===== src/rtl/acsp_pkg.sv =====
// acsp_pkg: shared types and constants for the capture readout path.
package acsp_pkg;

    typedef enum logic [2:0] {
        ST_IDLE,
        ST_SYNC,
        ST_FLAGS,
        ST_CNT_HI,
        ST_CNT_LO,
        ST_PAYLOAD,
        ST_CHKSUM,
        ST_DONE
    } readout_state_t;

    localparam logic [7:0] SYNC_BYTE_DEFAULT = 8'hA5;
    localparam int         FLAG_RLE_BIT      = 0;

    // FLAGS header byte; only the RLE bit is ever set.
    function automatic logic [7:0] flags_byte(input logic rle_on);
        return rle_on ? (8'h01 << FLAG_RLE_BIT) : 8'h00;
    endfunction

endpackage


===== src/rtl/capture_readout_rle.sv =====
// rle_encoder: folds a sample stream into (value, run-1) pairs, runs capped at 256.
// Exists only when CAPTURE_READOUT_RLE_EN is defined.
`ifdef CAPTURE_READOUT_RLE_EN
module rle_encoder (
    input  logic       clk,
    input  logic       reset_n,
    input  logic       in_valid,
    input  logic [7:0] in_data,
    input  logic       in_last,
    output logic       in_ready,
    output logic       pair_valid,
    output logic [7:0] pair_value,
    output logic [7:0] pair_run,
    input  logic       pair_ready,
    output logic       idle
);
    logic       active;
    logic       flush;
    logic [7:0] cur_value;
    logic [7:0] run_cnt;

    // A new sample is only taken when a run break could be emitted immediately.
    assign in_ready = !pair_valid && !flush;
    assign idle     = !active && !flush && !pair_valid;

    // Run tracking and pair emission; the last sample forces the open run out.
    always_ff @(posedge clk) begin
        if (!reset_n) begin
            active     <= 1'b0;
            flush      <= 1'b0;
            cur_value  <= '0;
            run_cnt    <= '0;
            pair_valid <= 1'b0;
            pair_value <= '0;
            pair_run   <= '0;
        end else begin
            if (pair_valid && pair_ready)
                pair_valid <= 1'b0;
            if (in_valid && in_ready) begin
                if (active && (in_data != cur_value || run_cnt == 8'hFF)) begin
                    pair_valid <= 1'b1;
                    pair_value <= cur_value;
                    pair_run   <= run_cnt;
                    cur_value  <= in_data;
                    run_cnt    <= '0;
                end else if (active) begin
                    run_cnt <= run_cnt + 8'd1;
                end else begin
                    cur_value <= in_data;
                    run_cnt   <= '0;
                    active    <= 1'b1;
                end
                flush <= in_last;
            end else if (flush && !pair_valid) begin
                pair_valid <= 1'b1;
                pair_value <= cur_value;
                pair_run   <= run_cnt;
                active     <= 1'b0;
                flush      <= 1'b0;
            end
        end
    end
endmodule
`endif


===== src/rtl/capture_readout.sv =====
// capture_readout: drains the sample FIFO and frames it as
// SYNC, FLAGS, COUNT_HI, COUNT_LO, payload, CHECKSUM toward the host link.
// Build option CAPTURE_READOUT_RLE_EN: payload is run-length encoded.
//
// state      | meaning
// ST_IDLE    | waiting for start
// ST_SYNC    | presenting sync byte
// ST_FLAGS   | presenting flags byte
// ST_CNT_HI  | presenting count[15:8]
// ST_CNT_LO  | presenting count[7:0]
// ST_PAYLOAD | popping FIFO and sending payload bytes
// ST_CHKSUM  | presenting XOR of payload bytes
// ST_DONE    | one-cycle done pulse
module capture_readout
    import acsp_pkg::*;
#(
    parameter logic [7:0] SYNC_BYTE   = SYNC_BYTE_DEFAULT,
    parameter int         COUNT_WIDTH = 16
) (
    input  logic                   system_clock,
    input  logic                   reset_n,
    input  logic                   start,
    input  logic [COUNT_WIDTH-1:0] sample_count,
    input  logic                   fifo_empty,
    output logic                   fifo_rd_en,
    input  logic [7:0]             fifo_dout,
    output logic [7:0]             tx_data,
    output logic                   tx_valid,
    input  logic                   tx_ready,
    output logic                   busy,
    output logic                   done
);
`ifdef CAPTURE_READOUT_RLE_EN
    localparam logic [7:0] FLAGS_VALUE = flags_byte(1'b1);
`else
    localparam logic [7:0] FLAGS_VALUE = flags_byte(1'b0);
`endif

    readout_state_t         state;
    logic [COUNT_WIDTH-1:0] count_q;
    logic [COUNT_WIDTH-1:0] reads_remaining;
    logic                   read_pending;
    logic [7:0]             checksum;
    logic                   tx_fire;
    logic                   payload_last;

    assign tx_fire = tx_valid && tx_ready;

`ifdef CAPTURE_READOUT_RLE_EN
    logic       samp_valid;
    logic       samp_last;
    logic [7:0] samp_data;
    logic       enc_in_ready;
    logic       pair_valid;
    logic       pair_ready;
    logic [7:0] pair_value;
    logic [7:0] pair_run;
    logic       enc_idle;
    logic       run_phase;
    logic [7:0] run_hold;

    assign pair_ready   = (state == ST_PAYLOAD) && !tx_valid;
    assign fifo_rd_en   = (state == ST_PAYLOAD) && (reads_remaining != '0) && !fifo_empty &&
                          !read_pending && (!samp_valid || enc_in_ready);
    assign payload_last = run_phase && (reads_remaining == '0) && !read_pending &&
                          !samp_valid && enc_idle;

    rle_encoder u_rle (
        .clk        (system_clock),
        .reset_n    (reset_n),
        .in_valid   (samp_valid),
        .in_data    (samp_data),
        .in_last    (samp_last),
        .in_ready   (enc_in_ready),
        .pair_valid (pair_valid),
        .pair_value (pair_value),
        .pair_run   (pair_run),
        .pair_ready (pair_ready),
        .idle       (enc_idle)
    );

    // Holding register between the FIFO read port and the encoder.
    always_ff @(posedge system_clock) begin
        if (!reset_n) begin
            samp_valid <= 1'b0;
            samp_last  <= 1'b0;
            samp_data  <= '0;
        end else begin
            if (samp_valid && enc_in_ready)
                samp_valid <= 1'b0;
            if (read_pending) begin
                samp_valid <= 1'b1;
                samp_data  <= fifo_dout;
                samp_last  <= (reads_remaining == '0);
            end
        end
    end
`else
    // tx_data/tx_valid act as the holding register; a pop may overlap its drain.
    assign fifo_rd_en   = (state == ST_PAYLOAD) && (reads_remaining != '0) && !fifo_empty &&
                          !read_pending && (!tx_valid || tx_ready);
    assign payload_last = (reads_remaining == '0) && !read_pending;
`endif

    // Packet sequencer with registered link outputs, read bookkeeping and checksum.
    always_ff @(posedge system_clock) begin
        if (!reset_n) begin
            state           <= ST_IDLE;
            count_q         <= '0;
            reads_remaining <= '0;
            read_pending    <= 1'b0;
            checksum        <= '0;
            tx_data         <= '0;
            tx_valid        <= 1'b0;
            busy            <= 1'b0;
            done            <= 1'b0;
`ifdef CAPTURE_READOUT_RLE_EN
            run_phase       <= 1'b0;
            run_hold        <= '0;
`endif
        end else begin
            done         <= 1'b0;
            read_pending <= fifo_rd_en;
            if (fifo_rd_en)
                reads_remaining <= reads_remaining - COUNT_WIDTH'(1);
            unique case (state)
                ST_IDLE: if (start) begin
                    count_q         <= sample_count;
                    reads_remaining <= sample_count;
                    checksum        <= '0;
                    busy            <= 1'b1;
                    tx_valid        <= 1'b1;
                    tx_data         <= SYNC_BYTE;
                    state           <= ST_SYNC;
                end
                ST_SYNC: if (tx_fire) begin
                    tx_data <= FLAGS_VALUE;
                    state   <= ST_FLAGS;
                end
                ST_FLAGS: if (tx_fire) begin
                    tx_data <= count_q[15:8];
                    state   <= ST_CNT_HI;
                end
                ST_CNT_HI: if (tx_fire) begin
                    tx_data <= count_q[7:0];
                    state   <= ST_CNT_LO;
                end
                ST_CNT_LO: if (tx_fire) begin
                    if (count_q == '0) begin
                        tx_data <= 8'h00;
                        state   <= ST_CHKSUM;
                    end else begin
                        tx_valid <= 1'b0;
                        state    <= ST_PAYLOAD;
                    end
                end
                ST_PAYLOAD: begin
`ifdef CAPTURE_READOUT_RLE_EN
                    if (pair_valid && pair_ready) begin
                        tx_data   <= pair_value;
                        run_hold  <= pair_run;
                        run_phase <= 1'b0;
                        tx_valid  <= 1'b1;
                    end else if (tx_fire) begin
                        checksum <= checksum ^ tx_data;
                        if (!run_phase) begin
                            tx_data   <= run_hold;
                            run_phase <= 1'b1;
                        end else if (payload_last) begin
                            tx_data <= checksum ^ tx_data;
                            state   <= ST_CHKSUM;
                        end else begin
                            tx_valid <= 1'b0;
                        end
                    end
`else
                    if (read_pending) begin
                        tx_data  <= fifo_dout;
                        tx_valid <= 1'b1;
                    end else if (tx_fire) begin
                        checksum <= checksum ^ tx_data;
                        if (payload_last) begin
                            tx_data <= checksum ^ tx_data;
                            state   <= ST_CHKSUM;
                        end else begin
                            tx_valid <= 1'b0;
                        end
                    end
`endif
                end
                ST_CHKSUM: if (tx_fire) begin
                    tx_valid <= 1'b0;
                    busy     <= 1'b0;
                    done     <= 1'b1;
                    state    <= ST_DONE;
                end
                ST_DONE: state <= ST_IDLE;
            endcase
        end
    end
endmodule


===== config.mk =====
export PLATFORM = sky130hd
export DESIGN_NAME = capture_readout
export DESIGN_NICKNAME = d
export VERILOG_FILES = /design/src/rtl/acsp_pkg.sv /design/src/rtl/capture_readout_rle.sv /design/src/rtl/capture_readout.sv
export SDC_FILE = /design/constraint.sdc
export NUM_CORES = 1
export LEC_CHECK = 0
export ABC_AREA = 0
export CAP_MARGIN = 20
export CORE_ASPECT_RATIO = 1.75
export CORE_MARGIN = 2
export CORE_UTILIZATION = 39
export DETAILED_ROUTE_END_ITERATION = 10
export GPL_ROUTABILITY_DRIVEN = 0
export SYNTH_ARGS = -nofsm -noshare
export SYNTH_HDL_FRONTEND = slang
export SYNTH_SLANG_ARGS = --single-unit

===== constraint.sdc =====
create_clock -name system_clock -period 3.4 [get_ports system_clock]
set_input_delay 0.34 -clock system_clock [delete_from_list [all_inputs] [get_ports system_clock]]
set_output_delay 0.34 -clock system_clock [all_outputs]
set_load 0.02 [all_outputs]

# After elaboration in Yosys (flattened, before gate mapping)
# Cells that the tools add are included.
# classes
eq_ne	21
n_reduce_logical	25
n_bitwise	1
shift	0
n_mux	38
order_cmp	0
n_mul	0
n_div	0
add_sub_neg	1
# ops
cell	count
8-bit 2-to-1 mux	12
16-bit 2-to-1 mux	3
8-bit case mux with 6 select lines	1
16-bit zero test	2
3-bit 2-to-1 mux	9
3-bit case mux with 8 select lines	1
2-bit != test, second input constant	11
9-bit AND reduction	2
8-bit case mux with 2 select lines	1
16-bit nonzero test	1
16-bit by 1-bit subtractor with 16-bit output, second input constant	1
3-bit equality test, second input constant	4
3-bit != test, second input constant	3
1-bit 2-to-1 mux	8
8-bit XOR	1
7-bit AND reduction	1
3-bit by 2-bit equality test with 1-bit output, second input constant	2
1-bit logical AND	6
6-bit nonzero test	1
1-bit case mux with 4 select lines	1
2-bit AND reduction	2
4-bit AND reduction	1
2-bit nonzero test	2
4-bit nonzero test	1
7 further kinds	9
# word_totals
mem_bits_ro	0
ramBits	0
regBits	55
memories	0
elab_cells	95
output_inout_bits	12
latchBits	0
in_bits	29

# Depth between registers and ports, before layout
# depth
ltp_word	8
mapped_depth	7
depth_no_buf	7

# Worst setup path before layout
# Ideal clock, no wire load.
# synth_timing
path_kind	register to register
startpoint	register tx_valid
endpoint	register tx_data[5]
path_stages_with_launch	7
n_path_buf	1
synth_period_minus_slack_ps	1869
t_arrival_ps	1750
required_ps	3281
setup_time_ps	119
setup_slack_ps	1531
cell_sequence	dfxtp_1 > clkbuf_1 > nand2_1 > o22ai_1 > a2bb2oi_2 > o21ai_1 > o221a_1
# synth_via
elab_chain_cells	3
elab_cells_between_ends	7
cone_classes	eq/ne (5); reduce/logical (2)
# synth_rtl
item	line_no	source
start: declaration	capture_readout.sv:28	output logic tx_valid,
start signal: assignment	capture_readout.sv:114	tx_valid <= 1'b0;
start signal: assignment	capture_readout.sv:132	tx_valid <= 1'b1;
start signal: assignment	capture_readout.sv:153	tx_valid <= 1'b0;
1-bit logical AND *	capture_readout.sv:47	assign tx_fire = tx_valid && tx_ready;
3-bit != test (no line) / 2-bit != test (equally long branches)	--	
9-bit AND reduction (no line) *	--	
end signal: assignment	capture_readout.sv:141	tx_data <= count_q[15:8];
end signal: assignment	capture_readout.sv:145	tx_data <= count_q[7:0];
end signal: assignment	capture_readout.sv:178	tx_data <= fifo_dout;
end: declaration	capture_readout.sv:27	output logic [7:0] tx_data,
# Every way passes the cells marked *; elsewhere a longest branch is shown, timed or not.
# A chain may end at the register's enable or synchronous reset.

# Worst setup path after layout
# layout_timing
startpoint	register state[2]
endpoint	output port fifo_rd_en
# layout_via
elab_chain_cells	5
# layout_rtl
item	line_no	source
start: declaration	capture_readout.sv:39	readout_state_t state;
start signal: assignment	capture_readout.sv:108	state <= ST_IDLE;
start signal: assignment	capture_readout.sv:134	state <= ST_SYNC;
start signal: assignment	capture_readout.sv:138	state <= ST_FLAGS;
3-bit equality test	capture_readout.sv:100	assign fifo_rd_en = (state == ST_PAYLOAD) && (reads_remaining != '0) && !fifo_empty &&
1-bit logical AND (3 in series)	capture_readout.sv:100	
1-bit logical AND	capture_readout.sv:101	!read_pending && (!tx_valid || tx_ready);
end: declaration	capture_readout.sv:25	output logic fifo_rd_en,
# No other way between the ends.

==> metrics.txt <==
largest vdd supply drop=between 0.2 and 0.3 mV; count of unresolved DRC violations after routing=0; number of levels the H-tree was split into=2; # rows=42; final cell utilization of the core=0.4795; final critical-path share of the clock period=0.8688; wire length of the first global-routing pass=about 13000 um; pin count of the biggest net entering global routing=48; Die Span X=approximately 70 um; instance area at placement=0.003420 mm2; clock buffers created by TritonCTS=5; wl on met1=roughly 2900 um; average wire per cell in the routed design=roughly 16 um; CTS tree=built; syn_area_per_cell=around 8.3 um2; half-perimeter wire length after placement=about 5700 um; CP cell instances=nand3b_4 > a2111oi_4 > nand2_1 > inv_1 > clkdlybuf4s50_1; setup repair after global routing missed its margin=no; register area share after synthesis=0.3710; clk root buf=sky130_fd_sc_hd__clkbuf_16; Hold Path Cell Cnt=2; critical path's largest stage delay=about 0.65 ns; clock transition time at the flip-flop clock pins of the worst setup and hold paths=0.07 ns; residual antenna-violating net count after detailed routing=0; syn_nets=around 390; standby leakage power=~1.3 nW; Bufs on Longest Clock Path=2; nature of the critical path startpoint=register; wire length on met3=202 um; IO buf count=40; path type of the worst setup path=reg2out; number of antenna violations at the first check in global routing=0; peak fanout along the critical path=22; # diodes=0; highest routing layer actually used=met4; number of iterations in the first detailed-routing pass=4; post-layout instance area=between 0.003 and 0.004 mm2; Hold/Removal Path Class=reg2reg; Syn. warnings=0; via count=2712; async set or reset register ratio after synthesis=0; Final Setup Violations=0; measured slew at the worst slew-check pin=between 0.6 and 0.7 ns; minimum hold slack=~0.47 ns; Die Ht=119.4 um; Max-cap violations=0; post-synth top area share=0.3710; number of synthesized flops with an enable pin=0; area inside the core boundary=between 0.007 and 0.008 mm2; Worst path slowest cell=sky130_fd_sc_hd__dfxtp_1; leading cell types by total area after synthesis=sky130_fd_sc_hd__dfxtp_1 (37%), sky130_fd_sc_hd__a21oi_1 (7.6%), sky130_fd_sc_hd__o21ai_0 (5.4%); area grow syn2layout=20.57%; Crit. path cell count=5; fraction of final layout cells with drive strength greater than 1=0.06959; final routed wirelength across all metal layers=around 7600 um; all-layer global routing usage=0.1887; Initial Util=0.3977; total gr overflow=0; Final Hold Viols=0; status=complete, no violations; number of buffers inserted to repair setup after CTS=0; largest delay contributor family on the critical path=buffers and inverters; Post-Place Setup Slack=~0.72 ns; via count of the first global-routing pass=about 2.6k; number of placed I/O pins=41; per-cell via count in the routed design=around 5.7; post-route clock skew=0.003243 ns; Clock Sink Count=between 50 and 60; synthesis-stage register bit count=55; layout net count=between 400 and 500; synthesized area=between 0.002 and 0.003 mm2; top achievable clock speed=338.5 MHz; fin crit period=roughly 3 ns; count of hold-fix buffers inserted at cts=0; type of element capturing the critical path=output port; number of buffer and inverter stages on the critical path=2; violation count after the first detailed-route iteration=around 140; data arrival time of the worst path=roughly 2.6 ns; # fillers=768; Gates resized, CTS repair=0; worst path required time=about 3 ns; cell accounting for the most synthesized area=sky130_fd_sc_hd__dfxtp_1; metal2 WL=4373 um; power per standard cell area=494.3 mW/mm2; number of pins exceeding their max-slew limit in the final report=0; Max transition margin=0.5690; setup TNS=0 ns; number of cells on the worst reg-to-reg path=6; Die Area=between 0.008 and 0.009 mm2; insertion delay to the later sink of the worst-skew pair=0.29 ns; gate count after technology mapping=around 360; Synth cell types=58; min setup slack post-route=roughly 0.45 ns; most used flip-flop cell after synthesis=sky130_fd_sc_hd__dfxtp_1
==> Yosys cell counts (all sizes together) (3+ instances only) <==
| cell type | number |
|---|---|
| nand2b | 3 |
| dfxtp | 55 |
| o21ai | 35 |
| xor2 | 13 |
| nor4 | 5 |
| or3 | 5 |
| or4 | 7 |
| nor2 | 19 |
| buf | 6 |
| nor3 | 12 |
| a31oi | 5 |
| nand3 | 5 |
| mux2i | 13 |
| nand3b | 9 |
| clkbuf | 17 |
| inv | 7 |
| nand2 | 41 |
| o22ai | 9 |
| xnor2 | 5 |
| nand4 | 7 |
| o221a | 4 |
| a21oi | 46 |
==> cells by family after synthesis <==
family / count (synthesis) / synth area share
AO/OA/AOI/OAI: 116 / 0.2420
XOR/XNOR: 18 / 0.05312
adder cells (fa/ha/maj): 2 / 0.008430
buffers and inverters: 31 / 0.04511
flip-flops: 55 / 0.3710
multiplexers: 13 / 0.04384
AND/OR/NAND/NOR: 123 / 0.2365
==> path summary, 6_finish.rpt <==
path | startpoint | to | slack (ns)
hold reg to reg | count_q[9] | count_q[9] | 0.47
setup / recovery | state[2] | fifo_rd_en | 0.45
hold / removal | count_q[9] | count_q[9] | 0.47
setup reg to reg | state[2] | reads_remaining[8] | 0.79
==> area by class of cell <==
class                           instances  area (um2)  share of cell area
Inverter                                8       30.03            0.008392
Sequential cell                        55        1101              0.3077
Timing Repair Buffer                   46       445.4              0.1245
Clock inverter                          1       30.03            0.008392
Multi-Input combinational cell        272        1733              0.4843
Tap cell                               88       110.1             0.03077
Clock buffer                            6       128.9             0.03601
==> power by group <==
group	internal, W	total [W]	switching (W)	leakage [nW]
Clock	0.000344	0.000572	0.000228	0.0769
Sequential	0.000705	0.000777	0.0000720	0.452
Combinational	0.000188	0.000420	0.000232	0.767
==> worst min-delay path, delay by kind of cell (launching register included) <==
kind | cells | cell delay (ns)
AO/OA/AOI/OAI | 1 | 0.05
AND/OR/NAND/NOR | 1 | 0.06
flip-flops | 1 | 0.32
==> placed cells by master (no fill, tap or decap), types with 2 or more instances in the layout <==
cell                               n
sky130_fd_sc_hd__nand4b_1          2
sky130_fd_sc_hd__a31oi_1           5
sky130_fd_sc_hd__o21ai_1           3
sky130_fd_sc_hd__or3_1             5
sky130_fd_sc_hd__clkdlybuf4s50_1  40
sky130_fd_sc_hd__inv_1             6
sky130_fd_sc_hd__xnor2_1           5
sky130_fd_sc_hd__o221a_1           4
sky130_fd_sc_hd__nand4_1           6
sky130_fd_sc_hd__nand3_1           5
sky130_fd_sc_hd__dfxtp_1          55
sky130_fd_sc_hd__nand3b_1          8
sky130_fd_sc_hd__nor4_2            3
sky130_fd_sc_hd__o21ai_0          32
sky130_fd_sc_hd__mux2i_1          13
sky130_fd_sc_hd__o2bb2ai_1         2
sky130_fd_sc_hd__nor2_1           18
sky130_fd_sc_hd__xor2_1           13
sky130_fd_sc_hd__ha_1              2
sky130_fd_sc_hd__buf_4             6
sky130_fd_sc_hd__o31ai_1           2
sky130_fd_sc_hd__o22ai_1           9
sky130_fd_sc_hd__clkbuf_16         5
sky130_fd_sc_hd__or4_1             6
sky130_fd_sc_hd__nand2b_1          3
sky130_fd_sc_hd__and2_1            2
sky130_fd_sc_hd__a21oi_1          45
sky130_fd_sc_hd__nand2_1          41
sky130_fd_sc_hd__o2111ai_1         2
sky130_fd_sc_hd__nor3_1           12
==> through the flow <==
| stage | instances | power (W) |
|---|---|---|
| after CTS | 476 | 0.001788 |
| after global placement | 469 | 0.001206 |
| after floorplan | 358 | 0.001065 |
| after detailed placement | 469 | 0.001213 |
| after global routing | 476 | 0.001867 |
| final | 476 | 0.001769 |
==> per-layer routing <==
layer | track usage | vias up
li1 | - | 1376
met1 | 0.1981 | 1274
met2 | 0.3690 | 49
met3 | 0.02538 | 13
met4 | 0.06971 | 0
met5 | 0 | -
==> flip-flops by register name, indices dropped and copies added (netlist names) <==
signal,flops
state,3
tx_valid,1
done,1
read_pending,1
reads_remaining,16
tx_data,8
count_q,16
busy,1
checksum,8
Power figures use the tool's default switching activity.
